## src/rtl/ysyx_25040111_lsu_if.sv

```systemverilog
// Bundles for the LSU: arbiter-facing request/response side and the AXI4 master side.
// master modport is the side that issues requests on each bundle.
interface ysyx_25040111_lsu_if #(parameter int ADDR_W = 32, parameter int DATA_W = 32);
  logic              lsu_rvalid;
  logic [ADDR_W-1:0] lsu_raddr;
  logic [7:0]        lsu_rlen;
  logic              lsu_burst;
  logic [1:0]        lsu_rmask;
  logic              lsu_rsign;
  logic              lsu_rready;
  logic [DATA_W-1:0] lsu_rdata;
  logic              lsu_wvalid;
  logic [ADDR_W-1:0] lsu_waddr;
  logic [DATA_W-1:0] lsu_wdata;
  logic [1:0]        lsu_wmask;
  logic              lsu_wready;
  logic              lsu_err;

  modport master (
    output lsu_rvalid, lsu_raddr, lsu_rlen, lsu_burst, lsu_rmask, lsu_rsign,
           lsu_wvalid, lsu_waddr, lsu_wdata, lsu_wmask,
    input  lsu_rready, lsu_rdata, lsu_wready, lsu_err
  );
  modport slave (
    input  lsu_rvalid, lsu_raddr, lsu_rlen, lsu_burst, lsu_rmask, lsu_rsign,
           lsu_wvalid, lsu_waddr, lsu_wdata, lsu_wmask,
    output lsu_rready, lsu_rdata, lsu_wready, lsu_err
  );
endinterface

interface ysyx_25040111_axi_if #(parameter int ADDR_W = 32, parameter int DATA_W = 32);
  logic              arvalid, arready;
  logic [ADDR_W-1:0] araddr;
  logic [7:0]        arlen;
  logic [2:0]        arsize;
  logic [1:0]        arburst;
  logic              rvalid, rready, rlast;
  logic [DATA_W-1:0] rdata;
  logic [1:0]        rresp;
  logic              awvalid, awready;
  logic [ADDR_W-1:0] awaddr;
  logic [2:0]        awsize;
  logic              wvalid, wready, wlast;
  logic [DATA_W-1:0] wdata;
  logic [3:0]        wstrb;
  logic              bvalid, bready;
  logic [1:0]        bresp;

  modport master (
    output arvalid, araddr, arlen, arsize, arburst, rready,
           awvalid, awaddr, awsize, wvalid, wdata, wstrb, wlast, bready,
    input  arready, rvalid, rdata, rresp, rlast, awready, wready, bvalid, bresp
  );
  modport slave (
    input  arvalid, araddr, arlen, arsize, arburst, rready,
           awvalid, awaddr, awsize, wvalid, wdata, wstrb, wlast, bready,
    output arready, rvalid, rdata, rresp, rlast, awready, wready, bvalid, bresp
  );
endinterface

```

## src/rtl/ysyx_25040111_lsu.sv

```systemverilog
// LSU memory access unit: one outstanding read (single or INCR burst) or write,
// converted to a 32-bit AXI4 transaction with byte-lane alignment and load extension.
module ysyx_25040111_lsu #(
  parameter int ADDR_W = 32,
  parameter int DATA_W = 32
) (
  input  logic                clock,
  input  logic                reset,
  ysyx_25040111_lsu_if.slave  lsu,
  ysyx_25040111_axi_if.master axi
);

  typedef enum logic [2:0] {IDLE, RADDR, RDATA, WREQ, WRESP} state_t;

  state_t            state;
  logic [ADDR_W-1:0] addr_q;
  logic [1:0]        size_q;
  logic              sign_q, burst_q;
  logic [7:0]        len_q, beat_cnt;
  logic [DATA_W-1:0] wdata_q, rdata_q;
  logic [3:0]        wstrb_q;
  logic              arvalid_q, rready_q, awvalid_q, wvalid_q, bready_q;
  logic              lsu_rready_q, lsu_wready_q, err_q;

  function automatic logic [1:0] size_of(input logic [1:0] m);
    return m[1] ? 2'd2 : m;
  endfunction

  function automatic logic [3:0] strb_of(input logic [1:0] m);
    case (m)
      2'b00:   return 4'b0001;
      2'b01:   return 4'b0011;
      default: return 4'b1111;
    endcase
  endfunction

  // Narrow loads use the captured start address; burst beats pass through raw.
  logic [DATA_W-1:0] r_shift, r_fmt;
  always_comb begin
    r_shift = axi.rdata >> {addr_q[1:0], 3'b000};
    r_fmt   = axi.rdata;
    if (!burst_q && size_q == 2'd0)
      r_fmt = {{(DATA_W-8){sign_q & r_shift[7]}}, r_shift[7:0]};
    else if (!burst_q && size_q == 2'd1)
      r_fmt = {{(DATA_W-16){sign_q & r_shift[15]}}, r_shift[15:0]};
  end

  logic last_bad, beat_err;
  assign last_bad = axi.rlast ? (beat_cnt != len_q) : (beat_cnt > len_q);
  assign beat_err = last_bad | (axi.rresp != 2'b00);

  always_ff @(posedge clock) begin
    if (reset) begin
      state        <= IDLE;
      addr_q       <= '0;
      size_q       <= '0;
      sign_q       <= 1'b0;
      burst_q      <= 1'b0;
      len_q        <= '0;
      beat_cnt     <= '0;
      wdata_q      <= '0;
      rdata_q      <= '0;
      wstrb_q      <= '0;
      arvalid_q    <= 1'b0;
      rready_q     <= 1'b0;
      awvalid_q    <= 1'b0;
      wvalid_q     <= 1'b0;
      bready_q     <= 1'b0;
      lsu_rready_q <= 1'b0;
      lsu_wready_q <= 1'b0;
      err_q        <= 1'b0;
    end else begin
      lsu_rready_q <= 1'b0;
      lsu_wready_q <= 1'b0;
      err_q        <= 1'b0;
      case (state)
        // Holding off while a completion pulse is out keeps a still-high
        // request from being taken a second time.
        IDLE: if (!lsu_rready_q && !lsu_wready_q) begin
          if (lsu.lsu_wvalid) begin
            addr_q    <= lsu.lsu_waddr;
            size_q    <= size_of(lsu.lsu_wmask);
            wdata_q   <= lsu.lsu_wdata << {lsu.lsu_waddr[1:0], 3'b000};
            wstrb_q   <= strb_of(lsu.lsu_wmask) << lsu.lsu_waddr[1:0];
            awvalid_q <= 1'b1;
            wvalid_q  <= 1'b1;
            state     <= WREQ;
          end else if (lsu.lsu_rvalid) begin
            addr_q    <= lsu.lsu_raddr;
            size_q    <= lsu.lsu_burst ? 2'd2 : size_of(lsu.lsu_rmask);
            sign_q    <= lsu.lsu_rsign;
            burst_q   <= lsu.lsu_burst;
            len_q     <= lsu.lsu_burst ? lsu.lsu_rlen : 8'd0;
            beat_cnt  <= '0;
            arvalid_q <= 1'b1;
            state     <= RADDR;
          end
        end
        RADDR: if (axi.arready) begin
          arvalid_q <= 1'b0;
          rready_q  <= 1'b1;
          state     <= RDATA;
        end
        RDATA: if (axi.rvalid) begin
          beat_cnt     <= beat_cnt + 8'd1;
          lsu_rready_q <= 1'b1;
          rdata_q      <= r_fmt;
          err_q        <= beat_err;
          if (axi.rlast || last_bad) begin
            rready_q <= 1'b0;
            state    <= IDLE;
          end
        end
        WREQ: begin
          if (axi.awready) awvalid_q <= 1'b0;
          if (axi.wready)  wvalid_q  <= 1'b0;
          if ((!awvalid_q || axi.awready) && (!wvalid_q || axi.wready)) begin
            bready_q <= 1'b1;
            state    <= WRESP;
          end
        end
        WRESP: if (axi.bvalid) begin
          bready_q     <= 1'b0;
          lsu_wready_q <= 1'b1;
          err_q        <= (axi.bresp != 2'b00);
          state        <= IDLE;
        end
        default: state <= IDLE;
      endcase
    end
  end

  assign axi.arvalid = arvalid_q;
  assign axi.araddr  = addr_q;
  assign axi.arlen   = len_q;
  assign axi.arsize  = {1'b0, size_q};
  assign axi.arburst = 2'b01;
  assign axi.rready  = rready_q;
  assign axi.awvalid = awvalid_q;
  assign axi.awaddr  = addr_q;
  assign axi.awsize  = {1'b0, size_q};
  assign axi.wvalid  = wvalid_q;
  assign axi.wdata   = wdata_q;
  assign axi.wstrb   = wstrb_q;
  assign axi.wlast   = 1'b1;
  assign axi.bready  = bready_q;

  assign lsu.lsu_rready = lsu_rready_q;
  assign lsu.lsu_rdata  = rdata_q;
  assign lsu.lsu_wready = lsu_wready_q;
  assign lsu.lsu_err    = err_q;

endmodule

```

## src/flat_wrapper.sv

```systemverilog
// flat-port wrapper written by rule: the top's interface ports become plain ports
module ysyx_25040111_lsu_flat 
#(
  parameter int ADDR_W = 32,
  parameter int DATA_W = 32
)
  (clock, reset, lsu_lsu_rvalid, lsu_lsu_raddr, lsu_lsu_rlen, lsu_lsu_burst, lsu_lsu_rmask, lsu_lsu_rsign, lsu_lsu_wvalid, lsu_lsu_waddr, lsu_lsu_wdata, lsu_lsu_wmask, lsu_lsu_rready, lsu_lsu_rdata, lsu_lsu_wready, lsu_lsu_err, axi_arvalid, axi_araddr, axi_arlen, axi_arsize, axi_arburst, axi_rready, axi_awvalid, axi_awaddr, axi_awsize, axi_wvalid, axi_wdata, axi_wstrb, axi_wlast, axi_bready, axi_arready, axi_rvalid, axi_rdata, axi_rresp, axi_rlast, axi_awready, axi_wready, axi_bvalid, axi_bresp);
  ysyx_25040111_lsu_if #(.ADDR_W(ADDR_W), .DATA_W(DATA_W)) lsu_i ();
  ysyx_25040111_axi_if #(.ADDR_W(ADDR_W), .DATA_W(DATA_W)) axi_i ();
  input  logic clock;
  input  logic reset;
  input wire logic [$bits(lsu_i.lsu_rvalid)-1:0] lsu_lsu_rvalid;
  input wire logic [$bits(lsu_i.lsu_raddr)-1:0] lsu_lsu_raddr;
  input wire logic [$bits(lsu_i.lsu_rlen)-1:0] lsu_lsu_rlen;
  input wire logic [$bits(lsu_i.lsu_burst)-1:0] lsu_lsu_burst;
  input wire logic [$bits(lsu_i.lsu_rmask)-1:0] lsu_lsu_rmask;
  input wire logic [$bits(lsu_i.lsu_rsign)-1:0] lsu_lsu_rsign;
  input wire logic [$bits(lsu_i.lsu_wvalid)-1:0] lsu_lsu_wvalid;
  input wire logic [$bits(lsu_i.lsu_waddr)-1:0] lsu_lsu_waddr;
  input wire logic [$bits(lsu_i.lsu_wdata)-1:0] lsu_lsu_wdata;
  input wire logic [$bits(lsu_i.lsu_wmask)-1:0] lsu_lsu_wmask;
  output wire logic [$bits(lsu_i.lsu_rready)-1:0] lsu_lsu_rready;
  output wire logic [$bits(lsu_i.lsu_rdata)-1:0] lsu_lsu_rdata;
  output wire logic [$bits(lsu_i.lsu_wready)-1:0] lsu_lsu_wready;
  output wire logic [$bits(lsu_i.lsu_err)-1:0] lsu_lsu_err;
  output wire logic [$bits(axi_i.arvalid)-1:0] axi_arvalid;
  output wire logic [$bits(axi_i.araddr)-1:0] axi_araddr;
  output wire logic [$bits(axi_i.arlen)-1:0] axi_arlen;
  output wire logic [$bits(axi_i.arsize)-1:0] axi_arsize;
  output wire logic [$bits(axi_i.arburst)-1:0] axi_arburst;
  output wire logic [$bits(axi_i.rready)-1:0] axi_rready;
  output wire logic [$bits(axi_i.awvalid)-1:0] axi_awvalid;
  output wire logic [$bits(axi_i.awaddr)-1:0] axi_awaddr;
  output wire logic [$bits(axi_i.awsize)-1:0] axi_awsize;
  output wire logic [$bits(axi_i.wvalid)-1:0] axi_wvalid;
  output wire logic [$bits(axi_i.wdata)-1:0] axi_wdata;
  output wire logic [$bits(axi_i.wstrb)-1:0] axi_wstrb;
  output wire logic [$bits(axi_i.wlast)-1:0] axi_wlast;
  output wire logic [$bits(axi_i.bready)-1:0] axi_bready;
  input wire logic [$bits(axi_i.arready)-1:0] axi_arready;
  input wire logic [$bits(axi_i.rvalid)-1:0] axi_rvalid;
  input wire logic [$bits(axi_i.rdata)-1:0] axi_rdata;
  input wire logic [$bits(axi_i.rresp)-1:0] axi_rresp;
  input wire logic [$bits(axi_i.rlast)-1:0] axi_rlast;
  input wire logic [$bits(axi_i.awready)-1:0] axi_awready;
  input wire logic [$bits(axi_i.wready)-1:0] axi_wready;
  input wire logic [$bits(axi_i.bvalid)-1:0] axi_bvalid;
  input wire logic [$bits(axi_i.bresp)-1:0] axi_bresp;
  assign lsu_i.lsu_rvalid = lsu_lsu_rvalid;
  assign lsu_i.lsu_raddr = lsu_lsu_raddr;
  assign lsu_i.lsu_rlen = lsu_lsu_rlen;
  assign lsu_i.lsu_burst = lsu_lsu_burst;
  assign lsu_i.lsu_rmask = lsu_lsu_rmask;
  assign lsu_i.lsu_rsign = lsu_lsu_rsign;
  assign lsu_i.lsu_wvalid = lsu_lsu_wvalid;
  assign lsu_i.lsu_waddr = lsu_lsu_waddr;
  assign lsu_i.lsu_wdata = lsu_lsu_wdata;
  assign lsu_i.lsu_wmask = lsu_lsu_wmask;
  assign lsu_lsu_rready = lsu_i.lsu_rready;
  assign lsu_lsu_rdata = lsu_i.lsu_rdata;
  assign lsu_lsu_wready = lsu_i.lsu_wready;
  assign lsu_lsu_err = lsu_i.lsu_err;
  assign axi_arvalid = axi_i.arvalid;
  assign axi_araddr = axi_i.araddr;
  assign axi_arlen = axi_i.arlen;
  assign axi_arsize = axi_i.arsize;
  assign axi_arburst = axi_i.arburst;
  assign axi_rready = axi_i.rready;
  assign axi_awvalid = axi_i.awvalid;
  assign axi_awaddr = axi_i.awaddr;
  assign axi_awsize = axi_i.awsize;
  assign axi_wvalid = axi_i.wvalid;
  assign axi_wdata = axi_i.wdata;
  assign axi_wstrb = axi_i.wstrb;
  assign axi_wlast = axi_i.wlast;
  assign axi_bready = axi_i.bready;
  assign axi_i.arready = axi_arready;
  assign axi_i.rvalid = axi_rvalid;
  assign axi_i.rdata = axi_rdata;
  assign axi_i.rresp = axi_rresp;
  assign axi_i.rlast = axi_rlast;
  assign axi_i.awready = axi_awready;
  assign axi_i.wready = axi_wready;
  assign axi_i.bvalid = axi_bvalid;
  assign axi_i.bresp = axi_bresp;
  ysyx_25040111_lsu #(.ADDR_W(ADDR_W), .DATA_W(DATA_W)) u_core (.clock(clock), .reset(reset), .lsu(lsu_i), .axi(axi_i));
endmodule
```

## config.mk

```make
export PLATFORM = sky130hd
export DESIGN_NAME = ysyx_25040111_lsu_flat
export DESIGN_NICKNAME = d
export VERILOG_FILES = /design/src/rtl/ysyx_25040111_lsu_if.sv /design/src/rtl/ysyx_25040111_lsu.sv /design/src/flat_wrapper.sv
export SDC_FILE = /design/constraint.sdc
export NUM_CORES = 1
export LEC_CHECK = 0
export ABC_AREA = 0
export BUFFER_PORTS_ARGS = -buffer_cell sky130_fd_sc_hd__buf_4
export CORE_ASPECT_RATIO = 0.8
export CORE_MARGIN = 2
export CORE_UTILIZATION = 47
export DETAILED_ROUTE_END_ITERATION = 12
export GPL_ROUTABILITY_DRIVEN = 0
export PLACE_DENSITY = 0.8
export SLEW_MARGIN = 10
export SYNTH_ARGS = -nofsm -noshare
export SYNTH_HDL_FRONTEND = slang
export SYNTH_SLANG_ARGS = --single-unit
```

## constraint.sdc

```tcl
create_clock -name clock -period 2.4 [get_ports clock]
set_input_delay 0.24 -clock clock [delete_from_list [all_inputs] [get_ports clock]]
set_output_delay 0.24 -clock clock [all_outputs]
set_load 0.01 [all_outputs]
```

==> out/metrics.csv <==
metric,value,unit
yosys_most_used_dff,dfxtp_1,
arrival_time_worst_endpoint,2290,ps
drt-initial-drc-count,415,
coreArea,14200,um^2
effective_utilization_at_floorplan,47.8,%
post_synth_inst_count,809,
track_usage,26.2,%
max_freq,495,MHz
post_route_hold_slack,69.5,ps
cts_hold_buffers,0,
remaining_number_of_nets_flagged_by_the_antenna_check_after_routing,0,
hold_path.class,input pin to register,
chipWidth,138,um
worstPathRequired,2670,ps
most_frequent_cell_on_the_critical_path,mux2i_1,
via_count,6668,
hpwl,15200,um
die-area,15400,um^2
worst-slew-pin-transition,704,ps
cellPowerDensity,1040,nW/um^2
cts_buffers,17,
reg2regPathDepth,5,
timing.final.crit_share,84.2,%
clock_tree.buffer_depth,2,
cp_max_fo,16,
tns,0,ps
routed_wirelength,20800,um
crit_path_max_incr_delay,520,ps
crit_path_end,u_core.lsu.lsu_rdata[30],
final_net_count,1215,
path_class,register to register,
clock_network_latency_to_the_later_pin_of_the_worst_skew_pair,420,ps
setup-violations-final,0,
critical_path.cell_chain,mux2i_1 -> mux2i_1 -> mux2_2 -> a21oi_4 -> a211oi_1,
share_of_power_burned_in_the_clock_network,24.8,%
postSynth.asyncResetShare,0,%
yosys.cell_types.count,54,
timing.rr.start,u_core.axi.araddr[1],
num_antenna_cells,0,
maxCapViolCount,0,
floorplan.die.height,111,um
drc,0,
cellLeakagePower,4.27,nW
status,finished clean,
yosysWarningCount,0,
p_switching,3.61,mW
syn_area_per_cell,8.36,um^2
tritoncts,yes,
layout.cell_area.non_filler,9440,um^2
post_synth_design_cell_area,6770,um^2
finalMaxSlewViolations,0,
clk_transition_reported_paths,50,ps
worst_r2r_endpoint,u_core.lsu.lsu_rdata[30],
viasPerCell,5.36,
post-cts-setup-buffer-count,0,
seqPwrFrac,32.6,%
fp-row-count,39,
firstDrtPassIters,5,
fillerInstances,1224,
hold_viol_final,0,
critical_path_start,u_core.axi.araddr[1],
critical_path.endpoint_type,register,
synth_edf_count,0,
routed_wire_length_per_instance,16.7,um
resized_gates_after_cts,0,
grt_pass1_vias,6334,
final.min_clock_period,2020,ps
final.setup_skew,19.6,ps
grt_pass1_wl,32500,um
switching_share,36.6,%
ys_seq_area_share,38.8,%
clkSinkCount,131,
overflow_left_after_global_routing,0,
area.growth.synth_to_final,39.5,%
p_total,9.86,mW
share_comb_of_total_power,42.6,%
final_layout_size_suffix_gt1_share,35.8,%
grt_setup_unrepaired,no,
timing.slew.headroom,53.0,%
detailed_place.area,8880,um^2
clock_tree.root_cell,clkbuf_16,
crit_path_start_kind,register,
max-vdd-ir-drop,0.576,mV
placement.io_buffers,307,
ios,313,
antenna_found_initial,0,
htree_levels,4,
maximum_number_of_pins_on_one_net_before_global_route_repair,68,
r2r_setup_slk,380,ps
p_int,6.25,mW
critPathSlowestCell,a21oi_4,
synth_seq_cells,131,
cell usage in the layout, fill, tap and decap left out, types with 5 or more instances in the layout:
cell type and count:
a211oi_1 64, a211oi_2 10, a21oi_1 54, a221oi_1 7
a22o_1 7, buf_4 321, clkbuf_16 17, clkbuf_8 5
conb_1 5, dfxtp_1 131, ha_1 9, inv_1 20
mux2_2 8, mux2i_1 53, nand2_1 56, nand3_1 22
nor2_1 128, nor2b_1 18, nor3_1 33, o211a_1 8
o21ai_0 13, o22ai_1 8, xnor2_1 8
state kept, by name, summed over array words and instances (netlist names), 2 cells and up:
register              count
u_core.axi.arlen          8
u_core.axi.wstrb          4
u_core.size_q             2
u_core.beat_cnt           8
u_core.lsu.lsu_rdata     32
u_core.axi.wdata         32
u_core.state              3
u_core.axi.araddr        32
cell usage after synthesis, types with 10 or more instances:
library cell / instances / area [um^2]
nand3_1: 23 / 115
mux2i_1: 53 / 531
a21oi_1: 54 / 270
nor3_1: 33 / 165
nor2_1: 129 / 484
a211oi_2: 10 / 125
inv_1: 20 / 75.1
nor2b_1: 18 / 113
clkbuf_1: 34 / 128
o21ai_0: 13 / 65.1
nand2_1: 56 / 210
a211oi_1: 64 / 480
dfxtp_1: 131 / 2620
buf_4: 41 / 308
buf_2: 24 / 120
cell type report:
| class | instances | area [um^2] | share of cell area, % |
|---|---|---|---|
| Multi-Input combinational cell | 557 | 3500 | 37.1 |
| Sequential cell | 131 | 2620 | 27.8 |
| Timing Repair Buffer | 323 | 2450 | 26.0 |
| Clock buffer | 26 | 509 | 5.40 |
| Tap cell | 184 | 230 | 2.44 |
| Inverter | 20 | 75.1 | 0.795 |
| Clock inverter | 4 | 47.5 | 0.504 |
worst max-delay path: cells and delay by family (launching register included):
family          cells  cell delay, ps
compound gates      2             690
flops               1             440
mux                 3             720
per-stage QoR:
step           util (%)  cells  setup WS (ps)
6_report           66.7   1245            378
5_1_grt            66.7   1245            283
4_1_cts            66.7   1245            410
3_5_place_dp       62.8   1215            415
3_3_place_gp       62.8   1215            532
2_1_floorplan         -    812            636
kinds of logic after synthesis:
kind of cell             Yosys count  synth area share (%)
AND/OR/NAND/NOR                  285                  19.4
AO/OA/AOI/OAI                    188                  19.9
flip-flops                       131                  38.8
buffers and inverters            124                  9.82
multiplexers                      62                  9.38
adder cells (fa/ha/maj)            9                  1.66
XOR/XNOR                           8                  1.04
other                              2                 0.111
worst min path at each step:
stage                     slack, ps  cells after the start                start                   to
after detailed placement        450                      2  u_core.axi.wdata[4]  u_core.axi.wdata[4]
final                            70                      3        lsu_lsu_rsign        u_core.sign_q
after floorplan                 380                      2        lsu_lsu_rsign        u_core.sign_q
after global placement          440                      2  u_core.axi.wdata[4]  u_core.axi.wdata[4]
after global routing             80                      3        lsu_lsu_rsign        u_core.sign_q
after CTS                        60                      3        lsu_lsu_rsign        u_core.sign_q
power groups by stage:
stage	clock network, mW	registers [mW]	logic, mW
2_1_floorplan	0	3.34	2.52
3_3_place_gp	0	3.22	4.13
3_5_place_dp	0	3.23	4.19
4_1_cts	2.48	3.21	4.21
5_1_grt	2.57	3.29	4.55
6_report	2.44	3.21	4.20
routing by layer:
layer | routed length, um | up-vias | global-route usage, %
met5 | 0 | - | 0
met4 | 393 | 0 | 8.98
met3 | 1530 | 31 | 7.95
met2 | 9990 | 251 | 43.9
met1 | 8870 | 3090 | 32.2
li1 | - | 3296 | -
(Power assumes the default switching activity.)
